[config.mk]
export PLATFORM = sky130hd
export DESIGN_NAME = pixel_writer
export DESIGN_NICKNAME = d
export VERILOG_FILES = /design/src/rtl/pixel_writer.sv
export SDC_FILE = /design/constraint.sdc
export NUM_CORES = 1
export LEC_CHECK = 0
export CORE_ASPECT_RATIO = 1.5
export CORE_MARGIN = 10
export CORE_UTILIZATION = 30
export CTS_BUF_LIST = sky130_fd_sc_hd__clkbuf_4
export DETAILED_ROUTE_END_ITERATION = 12
export GPL_ROUTABILITY_DRIVEN = 1
export PLACE_DENSITY_LB_ADDON = 0.3
export SYNTH_ARGS = -nofsm -noshare
export SYNTH_HDL_FRONTEND = slang
export SYNTH_SLANG_ARGS = --single-unit
export TNS_END_PERCENT = 5
[constraint.sdc]
create_clock -name clk -period 10.5 [get_ports clk]
set_clock_uncertainty 0.1 [all_clocks]
set_input_delay 2.1 -clock clk [delete_from_list [all_inputs] [get_ports clk]]
set_output_delay 2.1 -clock clk [all_outputs]
set_load 0.02 [all_outputs]
[src/rtl/pixel_writer.sv]
// Pixel stream consumer: clips off-screen pixels, buffers the rest in a FIFO and writes
// them to a stalling framebuffer port; also runs a full-frame clear sweep on request.
module pixel_writer #(
  parameter int H_RES   = 640,
  parameter int V_RES   = 480,
  parameter int ADDR_W  = 19,
  parameter int COLOR_W = 4,
  parameter int DEPTH   = 8
) (
  input  logic               clk,
  input  logic               rst,
  input  logic               plot,
  input  logic [10:0]        x,
  input  logic [10:0]        y,
  input  logic [COLOR_W-1:0] color,
  input  logic               clear_req,
  input  logic [COLOR_W-1:0] clear_color,
  input  logic               ovf_clr,
  output logic               mem_we,
  output logic [ADDR_W-1:0]  mem_addr,
  output logic [COLOR_W-1:0] mem_wdata,
  input  logic               mem_ready,
  output logic               busy,
  output logic               overflow,
  output logic [15:0]        clip_cnt,
  output logic               clear_done
);

  localparam int PW = $clog2(DEPTH);
  localparam int EW = 22 + COLOR_W;
  localparam logic [10:0]       H_LIM     = 11'(H_RES);
  localparam logic [10:0]       V_LIM     = 11'(V_RES);
  localparam logic [ADDR_W-1:0] LAST_ADDR = ADDR_W'(H_RES * V_RES - 1);
  localparam logic [PW:0]       FULL_CNT  = (PW + 1)'(DEPTH);

  typedef enum logic [0:0] {S_IDLE = 1'b0, S_CLEAR = 1'b1} state_e;

  state_e             state_q, state_d;
  logic [EW-1:0]      fifo_q [DEPTH];
  logic [EW-1:0]      fifo_d [DEPTH];
  logic [PW-1:0]      wptr_q, wptr_d, rptr_q, rptr_d;
  logic [PW:0]        count_q, count_d;
  logic               mem_we_q, mem_we_d;
  logic [ADDR_W-1:0]  mem_addr_q, mem_addr_d;
  logic [COLOR_W-1:0] mem_wdata_q, mem_wdata_d;
  logic               busy_q, busy_d;
  logic               overflow_q, overflow_d;
  logic [15:0]        clip_cnt_q, clip_cnt_d;
  logic               clear_done_q, clear_done_d;
  logic [ADDR_W-1:0]  clr_addr_q, clr_addr_d;
  logic [COLOR_W-1:0] clr_color_q, clr_color_d;
  logic               last_ld_q, last_ld_d;

  logic [10:0]        head_x_s, head_y_s;
  logic [COLOR_W-1:0] head_c_s;
  logic [ADDR_W-1:0]  lin_s;
  logic hs_s, free_s, empty_s, full_s, clip_s, pop_s, push_s, drop_s;
  logic clr_ld_s, clr_start_s, done_s;

  assign {head_x_s, head_y_s, head_c_s} = fifo_q[rptr_q];
  assign lin_s    = ADDR_W'(head_y_s) * ADDR_W'(H_RES) + ADDR_W'(head_x_s);
  assign hs_s     = mem_we_q & mem_ready;
  assign free_s   = ~mem_we_q | hs_s;
  assign empty_s  = (count_q == '0);
  assign full_s   = (count_q == FULL_CNT);
  assign clip_s   = plot & ((x >= H_LIM) | (y >= V_LIM));
  // FIFO never feeds the output while a clear is pending or running
  assign pop_s    = free_s & ~empty_s & (state_q == S_IDLE) & ~clear_req;
  assign push_s   = plot & ~clip_s & (~full_s | pop_s);
  assign drop_s   = plot & ~clip_s & full_s & ~pop_s;
  assign clr_ld_s = free_s & (state_q == S_CLEAR) & ~last_ld_q;
  assign clr_start_s = (state_q == S_IDLE) & clear_req;

  // State register and all datapath flops
  always_ff @(posedge clk or negedge rst) begin
    if (!rst) begin
      state_q      <= S_IDLE;
      for (int i = 0; i < DEPTH; i++) fifo_q[i] <= '0;
      wptr_q       <= '0;
      rptr_q       <= '0;
      count_q      <= '0;
      mem_we_q     <= 1'b0;
      mem_addr_q   <= '0;
      mem_wdata_q  <= '0;
      busy_q       <= 1'b0;
      overflow_q   <= 1'b0;
      clip_cnt_q   <= 16'h0000;
      clear_done_q <= 1'b0;
      clr_addr_q   <= '0;
      clr_color_q  <= '0;
      last_ld_q    <= 1'b0;
    end else begin
      state_q      <= state_d;
      fifo_q       <= fifo_d;
      wptr_q       <= wptr_d;
      rptr_q       <= rptr_d;
      count_q      <= count_d;
      mem_we_q     <= mem_we_d;
      mem_addr_q   <= mem_addr_d;
      mem_wdata_q  <= mem_wdata_d;
      busy_q       <= busy_d;
      overflow_q   <= overflow_d;
      clip_cnt_q   <= clip_cnt_d;
      clear_done_q <= clear_done_d;
      clr_addr_q   <= clr_addr_d;
      clr_color_q  <= clr_color_d;
      last_ld_q    <= last_ld_d;
    end
  end

  // Next-state logic; the sweep ends on the handshake of its last address
  always_comb begin
    state_d = state_q;
    done_s  = 1'b0;
    case (state_q)
      S_IDLE: begin
        if (clear_req) state_d = S_CLEAR;
        else           state_d = S_IDLE;
      end
      S_CLEAR: begin
        if (hs_s && last_ld_q) begin
          state_d = S_IDLE;
          done_s  = 1'b1;
        end else begin
          state_d = S_CLEAR;
        end
      end
      default: state_d = S_IDLE;
    endcase
  end

  // Output / datapath logic: FIFO, holding register, sweep counter, flags
  always_comb begin
    fifo_d       = fifo_q;
    wptr_d       = wptr_q;
    rptr_d       = rptr_q;
    mem_we_d     = mem_we_q;
    mem_addr_d   = mem_addr_q;
    mem_wdata_d  = mem_wdata_q;
    clr_addr_d   = clr_addr_q;
    clr_color_d  = clr_color_q;
    last_ld_d    = last_ld_q;
    clear_done_d = done_s;

    if (push_s) begin
      fifo_d[wptr_q] = {x, y, color};
      wptr_d         = wptr_q + PW'(1);
    end else begin
      wptr_d = wptr_q;
    end

    if (pop_s) begin
      rptr_d      = rptr_q + PW'(1);
      mem_we_d    = 1'b1;
      mem_addr_d  = lin_s;
      mem_wdata_d = head_c_s;
    end else if (clr_ld_s) begin
      mem_we_d    = 1'b1;
      mem_addr_d  = clr_addr_q;
      mem_wdata_d = clr_color_q;
      clr_addr_d  = clr_addr_q + ADDR_W'(1);
      if (clr_addr_q == LAST_ADDR) last_ld_d = 1'b1;
      else                         last_ld_d = last_ld_q;
    end else if (hs_s) begin
      mem_we_d = 1'b0;
    end else begin
      mem_we_d = mem_we_q;
    end

    if (clr_start_s) begin
      clr_color_d = clear_color;
      clr_addr_d  = '0;
      last_ld_d   = 1'b0;
    end else begin
      clr_color_d = clr_color_q;
    end

    count_d = count_q + (PW + 1)'(push_s) - (PW + 1)'(pop_s);

    // A drop in the same cycle as ovf_clr wins
    if (drop_s)       overflow_d = 1'b1;
    else if (ovf_clr) overflow_d = 1'b0;
    else              overflow_d = overflow_q;

    if (clip_s && (clip_cnt_q != 16'hFFFF)) clip_cnt_d = clip_cnt_q + 16'd1;
    else                                    clip_cnt_d = clip_cnt_q;

    busy_d = (count_d != '0) | mem_we_d | (state_d == S_CLEAR);
  end

  assign mem_we     = mem_we_q;
  assign mem_addr   = mem_addr_q;
  assign mem_wdata  = mem_wdata_q;
  assign busy       = busy_q;
  assign overflow   = overflow_q;
  assign clip_cnt   = clip_cnt_q;
  assign clear_done = clear_done_q;

endmodule

Word-level counts from Yosys, hierarchy flattened:

Index checks and enable logic that the tools add are counted.

* logic and storage cells: 104
* input port bits: 36
* register bits: 286
* output and inout port bits: 43

* order comparisons: 5
* reduce and logical (&&, ||, !) cells: 11
* mux-type cells: 27
* multipliers: 1
* bitwise operators: 27
* add/subtract/negate cells: 7
* equality and inequality tests: 4

Operator list (number)
* $bwmux 208: 1
* $mux 19: 5
* $bmux 26 s3: 1
* $demux 26 s3: 1
* $mux 26: 3
* $add 19x1->19 const B: 1
* $add 19x11->19: 1
* $eq 19x19->1 const B: 1
* $add 16x1->16 const B: 1
* $ne 16x16->1 const B: 1
* $mux 1: 13
* $and 1x1->1: 12
* $mul 11x3->12 const B: 1
* $ge 11x10->1 const B: 1
* $ge 11x9->1 const B: 1
* $ge 4x4->1 const B: 2
* $mux 4: 2
* $not 1->1: 8
* $not 3->4: 2
* $reduce_bool 2->1: 4
* $add 3x1->3 const B: 2
* $or 1x1->1: 5
* $add 4x1->4: 1
* $eq 4x4->1 const B: 1
* 9 further kinds: 11

Longest topological paths before layout:

Gate-level depths: netlist of the first run.

* depth after elaboration: 12
* mapped depth: 14
* depth with buffers taken out: 12

Worst setup path before layout of the first run:

Ideal clock, no wire load.

* kind: input-to-reg
* from: input port clear_req
* to: register busy_q, in the netlist busy
* stages: 11
* library setup time: 0.138 ns
* data required time: 10.262 ns
* arrival: 4.276 ns
* setup slack: 5.986 ns
* buffers on the path: 1
* cell sequence: or2_1 > a211oi_1 > clkbuf_1 > nand2_1 > o21ai_0 > ha_1 > inv_1 > fa_1 > inv_1 > nor4_1 > nand4b_1

* word-level cells in the longest chain between the ends: 9
* elaborated cells between the ends (all ways): 12
* those cells by class: add/sub: 2; mux: 3; bitwise: 6; reduce/logical: 1

RTL lines
* start: declaration: line 16 `input logic clear_req,`
* $not 1->1 *: line 68 `assign pop_s = free_s & ~empty_s & (state_q == S_IDLE) & ~clear_req;`
* $and 1x1->1 *: line 68
* $or 1x1->1: line 69 `assign push_s = plot & ~clip_s & (~full_s | pop_s);`
* $and 1x1->1: line 69
* $add 4x1->4: line 178 `count_d = count_q + (PW + 1)'(push_s) - (PW + 1)'(pop_s);`
* $sub 4x1->4 *: line 178
* named net count_d[1]: line 42 `logic [PW:0] count_q, count_d;`
* $reduce_bool 4->1 *: line 188 `busy_d = (count_d != '0) | mem_we_d | (state_d == S_CLEAR);`
* $or 1x1->1 * (2 in series): line 188
* named net busy_d: line 46 `logic busy_q, busy_d;`
* end signal: assignment: line 101 `busy_q <= busy_d;`
* end: declaration: line 46

Mark *: on every way through the listed nets, which the timed path passes. The rest lies on a longest branch.
A chain may end at the register's enable or synchronous reset.

Worst setup path in the final report of the first run:

* from: register rptr_q[0]
* to: register mem_addr_q[18], in the netlist mem_addr[18]

* word-level cells in the longest chain between the ends: 7

RTL lines
* start: declaration: line 41 `logic [PW-1:0] wptr_q, wptr_d, rptr_q, rptr_d;`
* start signal: assignment: line 96 `rptr_q <= rptr_d;`
* $not 3->4 (implied by the code) *: line 60 `assign {head_x_s, head_y_s, head_c_s} = fifo_q[rptr_q];`
* $bmux 26 s3 *: line 60
* $mux 26 (implied by the code) * (2 in series): line 60
* $mul 11x3->12: line 61 `assign lin_s = ADDR_W'(head_y_s) * ADDR_W'(H_RES) + ADDR_W'(head_x_s);`
* $add 19x11->19 *: line 61
* $mux 19 *: line 152 `if (pop_s) begin`
* end signal: assignment: line 99 `mem_addr_q <= mem_addr_d;`
* end: declaration: line 44 `logic [ADDR_W-1:0] mem_addr_q, mem_addr_d;`

Every way passes the cells marked *; elsewhere a longest branch is shown, timed or not. The select of a mux whose other input is x is not followed.

==> results of run 1 <==
cells by family after synthesis:
logic type / Yosys count / share of synthesized area, %
AOI/OAI and AO/OA: 68 / 3.235
xor gates and xnor gates: 48 / 3.207
adders and majority gates: 33 / 3.216
buffers and inverters: 68 / 2.301
DFF: 286 / 52.87
muxes: 281 / 27.54
and+or+nand+nor: 194 / 7.634
worst max-delay path, stage by stage, from the launching register on:
cell	delay, ns
dfrtp_4	0.92
buf_4	0.50
mux4_2	0.55
mux2_2	0.32
ha_1	0.31
ha_1	0.25
a211oi_1	0.49
nor2_1	0.13
o311ai_0	0.71
and3_1	0.30
a31o_2	0.16
a31oi_1	0.08
power by group:
part / switching (mW) / leakage, nW / total [mW] / internal [mW]
sequential: 0.187 / 3.84 / 1.52 / 1.33
combinational: 0.609 / 3.02 / 1.24 / 0.633
clock: 0.457 / 0.554 / 0.992 / 0.535
total: 1.25 / 7.42 / 3.75 / 2.50
synth_stat cells, types with 3 or more instances:
library cell    n
a211oi_1        9
a21o_1          5
a21oi_1        16
and2_1         19
and3_1          8
and4_1          3
buf_1          10
buf_4           5
buf_6           5
clkbuf_1       27
dfrtp_1       286
fa_1            3
ha_1           30
inv_1          21
mux2_1         17
mux2_2        195
mux2i_1        17
mux4_2         52
nand2_1        54
nand2b_1        4
nand3_1        18
nand4_1        13
nand4b_1        3
nor2_1         33
nor2b_1        17
nor3_1          4
nor3b_1         3
nor4_1          4
o21ai_0        21
xnor2_1        18
xor2_1         29
sequential cells by signal, summed over array words and instances (netlist names), 4 cells and up:
name / count
mem_wdata: 4
mem_addr: 19
fifo_q: 208
clr_addr_q: 19
clr_color_q: 4
count_q: 4
clip_cnt: 16
metal layers:
metal / wire length, um / GRT usage [%] / vias up
met5: 28 / 0 / -
met4: 728 / 4.902 / 6
met3: 1684 / 3.587 / 63
met2: 16290 / 20.52 / 159
met1: 13500 / 13.72 / 4241
li1: - / - / 3835
final cells by class:
cell class / instances / area (sq um)
fillers: 4506 / 28790
flip-flops and latches: 286 / 7162
multi-input cells: 624 / 6091
repair buffers: 94 / 905.9
clock buffers: 107 / 803.3
well taps: 582 / 728.2
clock inverters: 12 / 125.1
inverters: 21 / 78.83
diodes: 3 / 7.507
worst min path at each step:
| stage | startpoint | end | slack [ns] | cells after the start |
|---|---|---|---|---|
| 2_1_floorplan | clr_color_q[0]$_DFFE_PN0P_ | clr_color_q[0]$_DFFE_PN0P_ | 0.34 | 2 |
| 3_3_place_gp | fifo_q[101]$_DFFE_PN0P_ | fifo_q[101]$_DFFE_PN0P_ | 0.36 | 1 |
| 3_5_place_dp | fifo_q[25]$_DFFE_PN0P_ | fifo_q[25]$_DFFE_PN0P_ | 0.37 | 1 |
| 4_1_cts | mem_addr[7]$_DFFE_PN0P_ | mem_addr[7]$_DFFE_PN0P_ | 0.39 | 2 |
| 5_1_grt | fifo_q[102]$_DFFE_PN0P_ | fifo_q[102]$_DFFE_PN0P_ | 0.41 | 1 |
| 6_report | mem_addr[7]$_DFFE_PN0P_ | mem_addr[7]$_DFFE_PN0P_ | 0.38 | 2 |
==> results.cfg, run 1 <==
[run_status]
outcome = finished, final reports clean

[place]
place_area_sq_um = 14970
io_buffer_count = 78
gp_congestion = 0.7318
dp_cells = 1607
dp_hpwl_um = 20380
dp_slack_ns = 4.765

[sta]
setup_ws_ns = 5.453
drv_slew = 0
worst_pin_slew_ns = 1.107
hold_viol = 0
rsz0062_at_grt = false
fin_tns_setup_ns = 0
whs_ns = 0.3776
min_period_ns = 5.047
finalSetupViolations = 0
relSlewSlack_pct = 26.22
fmax_mhz = 198.1
fin_crit_sh_pct = 48.07

[detailed_routing]
antenna_left = 0
wl_per_cell_um = 18.64
drt_pass1_iterations = 4
via_count = 8304
route.detailed.drc = 0
drt_wl_total_um = 32230
viasPerCell = 4.803
drt-initial-drc-count = 366

[clocking]
htreeDepth = 3
clock_sinks = 286
ctsLongestPathBuffers = 3
cts_tree = built
cts_resized = 0
clk_pin_slew_ns = 0.07
post_cts_buffers = 0
worstSkewPairLatency_ns = 0.77
ctsHoldBuffers = 0
clock_tree.root_cell = clkbuf_4
cts_buffers = 75

[critical_path]
crit_start = rptr_q[0]$_DFFE_PN0P_
crit_path_start_kind = flop
r2r_cells = 11
crit_fanout = 35
crit_end = mem_addr[18]$_DFFE_PN0P_
endpoint_kind = flop
critPathRequiredTime_ns = 10.97
r2r_end = mem_addr[18]$_DFFE_PN0P_
crit_type = reg2reg
crit-reg2reg-launch = rptr_q[0]$_DFFE_PN0P_
rrSetupSlack_ns = 5.45
worst-endpoint-arrival_ns = 5.52

[final_layout]
area_growth_pct = 17.46
nNetsFinal = 1171
final_cell_count_no_fill = 1729
drive_gt1_share_pct = 34.09
final_common_cell = dfrtp_1
fin_area_sq_um = 15900
fin_util_pct = 35.58
final_cell_mix = 284 x dfrtp_1, 195 x mux2_2, 107 x clkbuf_4

[logic_synthesis]
syn_area_sq_um = 13540
ys_async_sr_fraction_pct = 100.0
synth_cells = 978
synth_edf_count = 0
syn_area_per_cell_sq_um = 13.84
synthFlopType = dfrtp_1
synth_top_cell_by_area = dfrtp_1
synth_cell_types = 57
ys_ff_latch = 286
ys_seq_area_share_pct = 52.87
yosysWarnings = 0
synth_nets = 1047
ys_top_cells_by_area = dfrtp_1 53%, mux2_2 16%, mux4_2 8.7%
synth_top_area_share_pct = 52.87

[hold_path]
hold_path_class = reg2reg

[power]
p_per_area_nw_per_um2 = 235.9
ir_drop_mv = 0.09864
power_leakage_nw = 7.423
power_mw = 3.750

[grt]
globalRouteTotalUtil_pct = 12.00
overflow = 0
antenna_found_initial = 4
grt_max_degree = 89
grt_pass1_vias = 9172
grt_pass1_wl_um = 52200

[floorplan]
core_area_sq_um = 44690
die_area_sq_um = 54200
rows = 95
start_util_pct = 30.29
fp.dieH_um = 280.2
die-width_um = 193.5
ios = 79

[run]
maxCapViolCount = 0
Power figures use the tool's default switching activity.
==> run 2: changes to the inputs <==
- clock period: 10.5 -> 5.15 ns (I/O delays scaled with it)
==> results.cfg, run 2 (synthesized netlist as in run 1, its figures left out) <==
[power]
p_per_area_nw_per_um2 = 484.2
power_leakage_nw = 7.538
seq_power_share_pct = 39.6
swShare_pct = 33.14
p_comb_share_pct = 33.1
switching_power_mw = 2.586
ir_drop_mv = 0.2181
p_int_mw = 5.217
clock_power_share_pct = 27.4

[final_layout]
nNetsFinal = 1184
final_cell_mix = 284 x dfrtp_1, 195 x mux2_2, 109 x clkbuf_4
regMostFlops = fifo_q
largest_register_ffs = 208
drive_gt1_share_pct = 34.84
area_growth_pct = 19.05
final_common_cell = dfrtp_1

[place]
gp_congestion = 0.7603
dp_hpwl_um = 20940
io_buffer_count = 78
dp_slack_ns = 0.2140

[sta]
worst_pin_slew_ns = 1.074
drv_slew = 0
fin_tns_setup_ns = 0
min_period_ns = 4.364
fin_crit_sh_pct = 84.74
hold_viol = 0
rsz0062_at_grt = false
fmax_mhz = 229.1
setup_ws_ns = 0.7858
finalSetupViolations = 0
relSlewSlack_pct = 28.10
whs_ns = 0.1644

[clocking]
ctsHoldBuffers = 0
htreeDepth = 3
post_cts_buffers = 0
clk_pin_slew_ns = 0.07
cts_buffers = 77
ctsLongestPathBuffers = 3
clock_tree.root_cell = clkbuf_4
cts_tree = built
cts_resized = 0
worstSkewPairLatency_ns = 0.75
clock_sinks = 286

[detailed_routing]
wl_per_cell_um = 18.29
antenna_left = 0
via_count = 8422
drt_pass1_iterations = 4
viasPerCell = 4.802
drt-initial-drc-count = 357
drt_wl_total_um = 32080
route.detailed.drc = 0

[grt]
grt_max_degree = 92
antenna_found_initial = 2
grt_pass1_vias = 9101
overflow = 0
grt_pass1_wl_um = 52170
globalRouteTotalUtil_pct = 11.99

[floorplan]
core_area_sq_um = 44690
die_area_sq_um = 54200
ios = 79
start_util_pct = 30.29
fp.dieH_um = 280.2
rows = 95
die-width_um = 193.5

[critical_path]
crit-reg2reg-launch = rptr_q[0]$_DFFE_PN0P_
r2r_cells = 12
critPathRequiredTime_ns = 5.65
crit_cells = 12
endpoint_kind = flop
rrSetupSlack_ns = 0.79
crit_slowest_cell = dfrtp_4
crit_start = rptr_q[0]$_DFFE_PN0P_
path_buf_inv = 1
crit_type = reg2reg
r2r_end = mem_addr[18]$_DFFE_PN0P_
worst-endpoint-arrival_ns = 4.86
crit_chain = mux4_2, mux2i_1, inv_1, ha_1, ha_1, fa_1, xor2_1, o211ai_1, nor4_1, and3_1, a31o_2, a31oi_1
crit_top_cell = ha_1
crit_path_start_kind = flop
critPathTopFamily = adder cells
crit_end = mem_addr[18]$_DFFE_PN0P_
slowest_delay_ns = 0.68
crit_fanout = 19

[run_status]
outcome = finished, final reports clean

[run]
maxCapViolCount = 0

[hold_path]
hold_path_class = in2async
## run 2: cell count changes in the layout (fill, tap and decap cells not counted), sizes merged
cell / previous run / this run
clkbuf: 107 / 109
diode: 3 / 1
buf: 17 / 28
clkinvlp: 0 / 2
bufinv: 3 / 4
clkinv: 8 / 19
## run 2: power by group through the flow
stage | Combinational, mW | Clock [mW] | Sequential, mW
global placement | 2.58 | 0 | 3.12
detailed placement | 2.61 | 0 | 3.14
CTS | 2.63 | 2.23 | 3.10
finish | 2.58 | 2.14 | 3.09
floorplan | 1.86 | 0 | 3.04
global route | 2.86 | 2.35 | 3.17
## run 2: metrics by stage
step                      instances  util (%)  instance area [sq um]  power [mW]
final                          1754     36.06                  16120       7.803
after global routing           1754     36.06                  16120       8.381
after CTS                      1753     36.06                  16110       7.963
after detailed placement       1618     33.74                  15080       5.745
after global placement         1618     33.74                  15080       5.701
after floorplan                 978         -                  13540       4.896
## run 2: layout make-up
| type | count | area (sq um) |
|---|---|---|
| Antenna cell | 1 | 2.502 |
| Clock buffer | 109 | 818.3 |
| Clock inverter | 26 | 215.2 |
| Fill cell | 4454 | 28580 |
| Inverter | 21 | 78.83 |
| Multi-Input combinational cell | 624 | 6086 |
| Sequential cell | 286 | 7162 |
| Tap cell | 582 | 728.2 |
| Timing Repair Buffer | 105 | 1026 |
## run 2: how the worst min path moves through the flow
stage,from,endpoint,slack (ns),cells after the start
floorplan,clr_color_q[0]$_DFFE_PN0P_,clr_color_q[0]$_DFFE_PN0P_,0.34,2
global placement,fifo_q[95]$_DFFE_PN0P_,fifo_q[95]$_DFFE_PN0P_,0.36,1
detailed placement,fifo_q[14]$_DFFE_PN0P_,fifo_q[14]$_DFFE_PN0P_,0.37,1
CTS,rst,mem_addr[17]$_DFFE_PN0P_,0.15,1
global route,rst,mem_addr[18]$_DFFE_PN0P_,0.17,1
finish,rst,mem_addr[17]$_DFFE_PN0P_,0.16,1
## run 2: per-layer routing
layer	track usage, %	up-vias	wire length, um
li1	-	3875	-
met1	14.37	4345	13950
met2	20.04	147	15980
met3	3.515	53	1499
met4	4.305	2	633
met5	0	-	18
## run 2: worst register-to-register path, stage by stage (launching register included)
cell and delay [ns]:
dfrtp_4 0.68, mux4_2 0.56, mux2i_1 0.36, inv_1 0.14
ha_1 0.30, ha_1 0.22, fa_1 0.43, xor2_1 0.36
o211ai_1 0.15, nor4_1 0.45, and3_1 0.27, a31o_2 0.15
a31oi_1 0.07
==> run 3: changes to the inputs <==
- clock period: 5.15 -> 4.5 ns (I/O delays scaled with it)
==> results.cfg, run 3 (synthesized netlist as in run 1, its figures left out) <==
[sta]
fin_tns_setup_ns = 0
hold_viol = 0
setup_ws_ns = 0.4182
worst_pin_slew_ns = 1.107
min_period_ns = 4.082
fin_crit_sh_pct = 90.71
whs_ns = 0.2139
relSlewSlack_pct = 25.87
fmax_mhz = 245.0
drv_slew = 0
finalSetupViolations = 0
rsz0062_at_grt = false

[grt]
grt_pass1_wl_um = 51920
grt_max_degree = 127
antenna_found_initial = 4
overflow = 0
globalRouteTotalUtil_pct = 12.03
grt_pass1_vias = 9068

[detailed_routing]
wl_per_cell_um = 18.53
antenna_left = 0
via_count = 8371
viasPerCell = 4.789
route.met2.wl_um = 16120
drt-initial-drc-count = 290
top_layer_used = met5
wl_met3_um = 1739
drt_pass1_iterations = 4
drt_wl_total_um = 32390
wl_met1_um = 13800
route.detailed.drc = 0

[final_layout]
final_cell_mix = 284 x dfrtp_1, 195 x mux2_2, 101 x clkbuf_4
fin_util_pct = 35.85
area_growth_pct = 18.34
fin_area_sq_um = 16020
largest_register_ffs = 208
final_cell_count_no_fill = 1748
final_common_cell = dfrtp_1
regMostFlops = fifo_q
nNetsFinal = 1191
nFillCells = 4419
drive_gt1_share_pct = 34.54

[critical_path]
crit_end = mem_addr[18]$_DFFE_PN0P_
rrSetupSlack_ns = 0.42
critPathTopFamily = compound AO/OA/AOI/OAI gates
crit-reg2reg-launch = rptr_q[0]$_DFFE_PN0P_
r2r_cells = 12
crit_fanout = 25
slowest_delay_ns = 0.54
endpoint_kind = flop
critPathRequiredTime_ns = 4.97
worst-endpoint-arrival_ns = 4.56
crit_type = reg2reg
crit_slowest_cell = mux4_2
path_buf_inv = 2
crit_top_cell = ha_1
crit_start = rptr_q[0]$_DFFE_PN0P_
crit_path_start_kind = flop
crit_chain = buf_12, mux4_2, mux2_2, ha_1, ha_1, a211oi_1, nor2_1, o311ai_0, buf_4, and3_1, a31o_2, a31oi_1
r2r_end = mem_addr[18]$_DFFE_PN0P_
crit_cells = 12

[clocking]
ctsHoldBuffers = 0
clock_tree.root_cell = clkbuf_4
cts_resized = 0
clk_pin_slew_ns = 0.07
clock_sinks = 286
cts_tree = built
htreeDepth = 3
cts_buffers = 75
ctsLongestPathBuffers = 3
post_cts_buffers = 0
worstSkewPairLatency_ns = 0.74

[run]
maxCapViolCount = 0

[place]
dp_slack_ns = 0.2148
dp_hpwl_um = 21340
dp_cells = 1627
gp_congestion = 0.7431
place_area_sq_um = 15160
io_buffer_count = 78

[floorplan]
core_area_sq_um = 44690
die-width_um = 193.5
die_area_sq_um = 54200
ios = 79
fp.dieH_um = 280.2
start_util_pct = 30.29
rows = 95

[hold_path]
hold_path_class = in2async

[power]
ir_drop_mv = 0.2629
power_mw = 8.641
power_leakage_nw = 7.501
p_per_area_nw_per_um2 = 539.4

[run_status]
outcome = finished, final reports clean
run 3: area by class of cell:
cell class | count | area, sq um | share of cell area [%]
clock buffers | 101 | 758.2 | 4.733
diodes | 2 | 5.005 | 0.03124
inverters | 21 | 78.83 | 0.4920
multi-input cells | 624 | 6086 | 37.99
repair buffers | 114 | 1106 | 6.904
flip-flops and latches | 286 | 7162 | 44.70
clock inverters | 18 | 96.34 | 0.6014
well taps | 582 | 728.2 | 4.545
run 3: metal layers:
| layer | up-vias | global-route usage, % |
|---|---|---|
| met2 | 157 | 20.08 |
| met5 | - | 0 |
| li1 | 3866 | - |
| met3 | 57 | 3.850 |
| met1 | 4287 | 14.17 |
| met4 | 4 | 4.524 |
run 3: power breakdown:
part,internal [mW],switching [mW]
logic,1.55,1.49
registers,3.10,0.366
clock network,1.08,1.04
total,5.74,2.90
run 3: worst min path at each step:
| stage | startpoint | end | slack [ns] |
|---|---|---|---|
| after floorplan | clr_color_q[0]$_DFFE_PN0P_ | clr_color_q[0]$_DFFE_PN0P_ | 0.34 |
| after global placement | fifo_q[98]$_DFFE_PN0P_ | fifo_q[98]$_DFFE_PN0P_ | 0.36 |
| after detailed placement | fifo_q[14]$_DFFE_PN0P_ | fifo_q[14]$_DFFE_PN0P_ | 0.37 |
| after CTS | rst | fifo_q[76]$_DFFE_PN0P_ | 0.17 |
| after global routing | rst | clr_addr_q[14]$_DFFE_PN0P_ | 0.23 |
| final | rst | fifo_q[76]$_DFFE_PN0P_ | 0.21 |
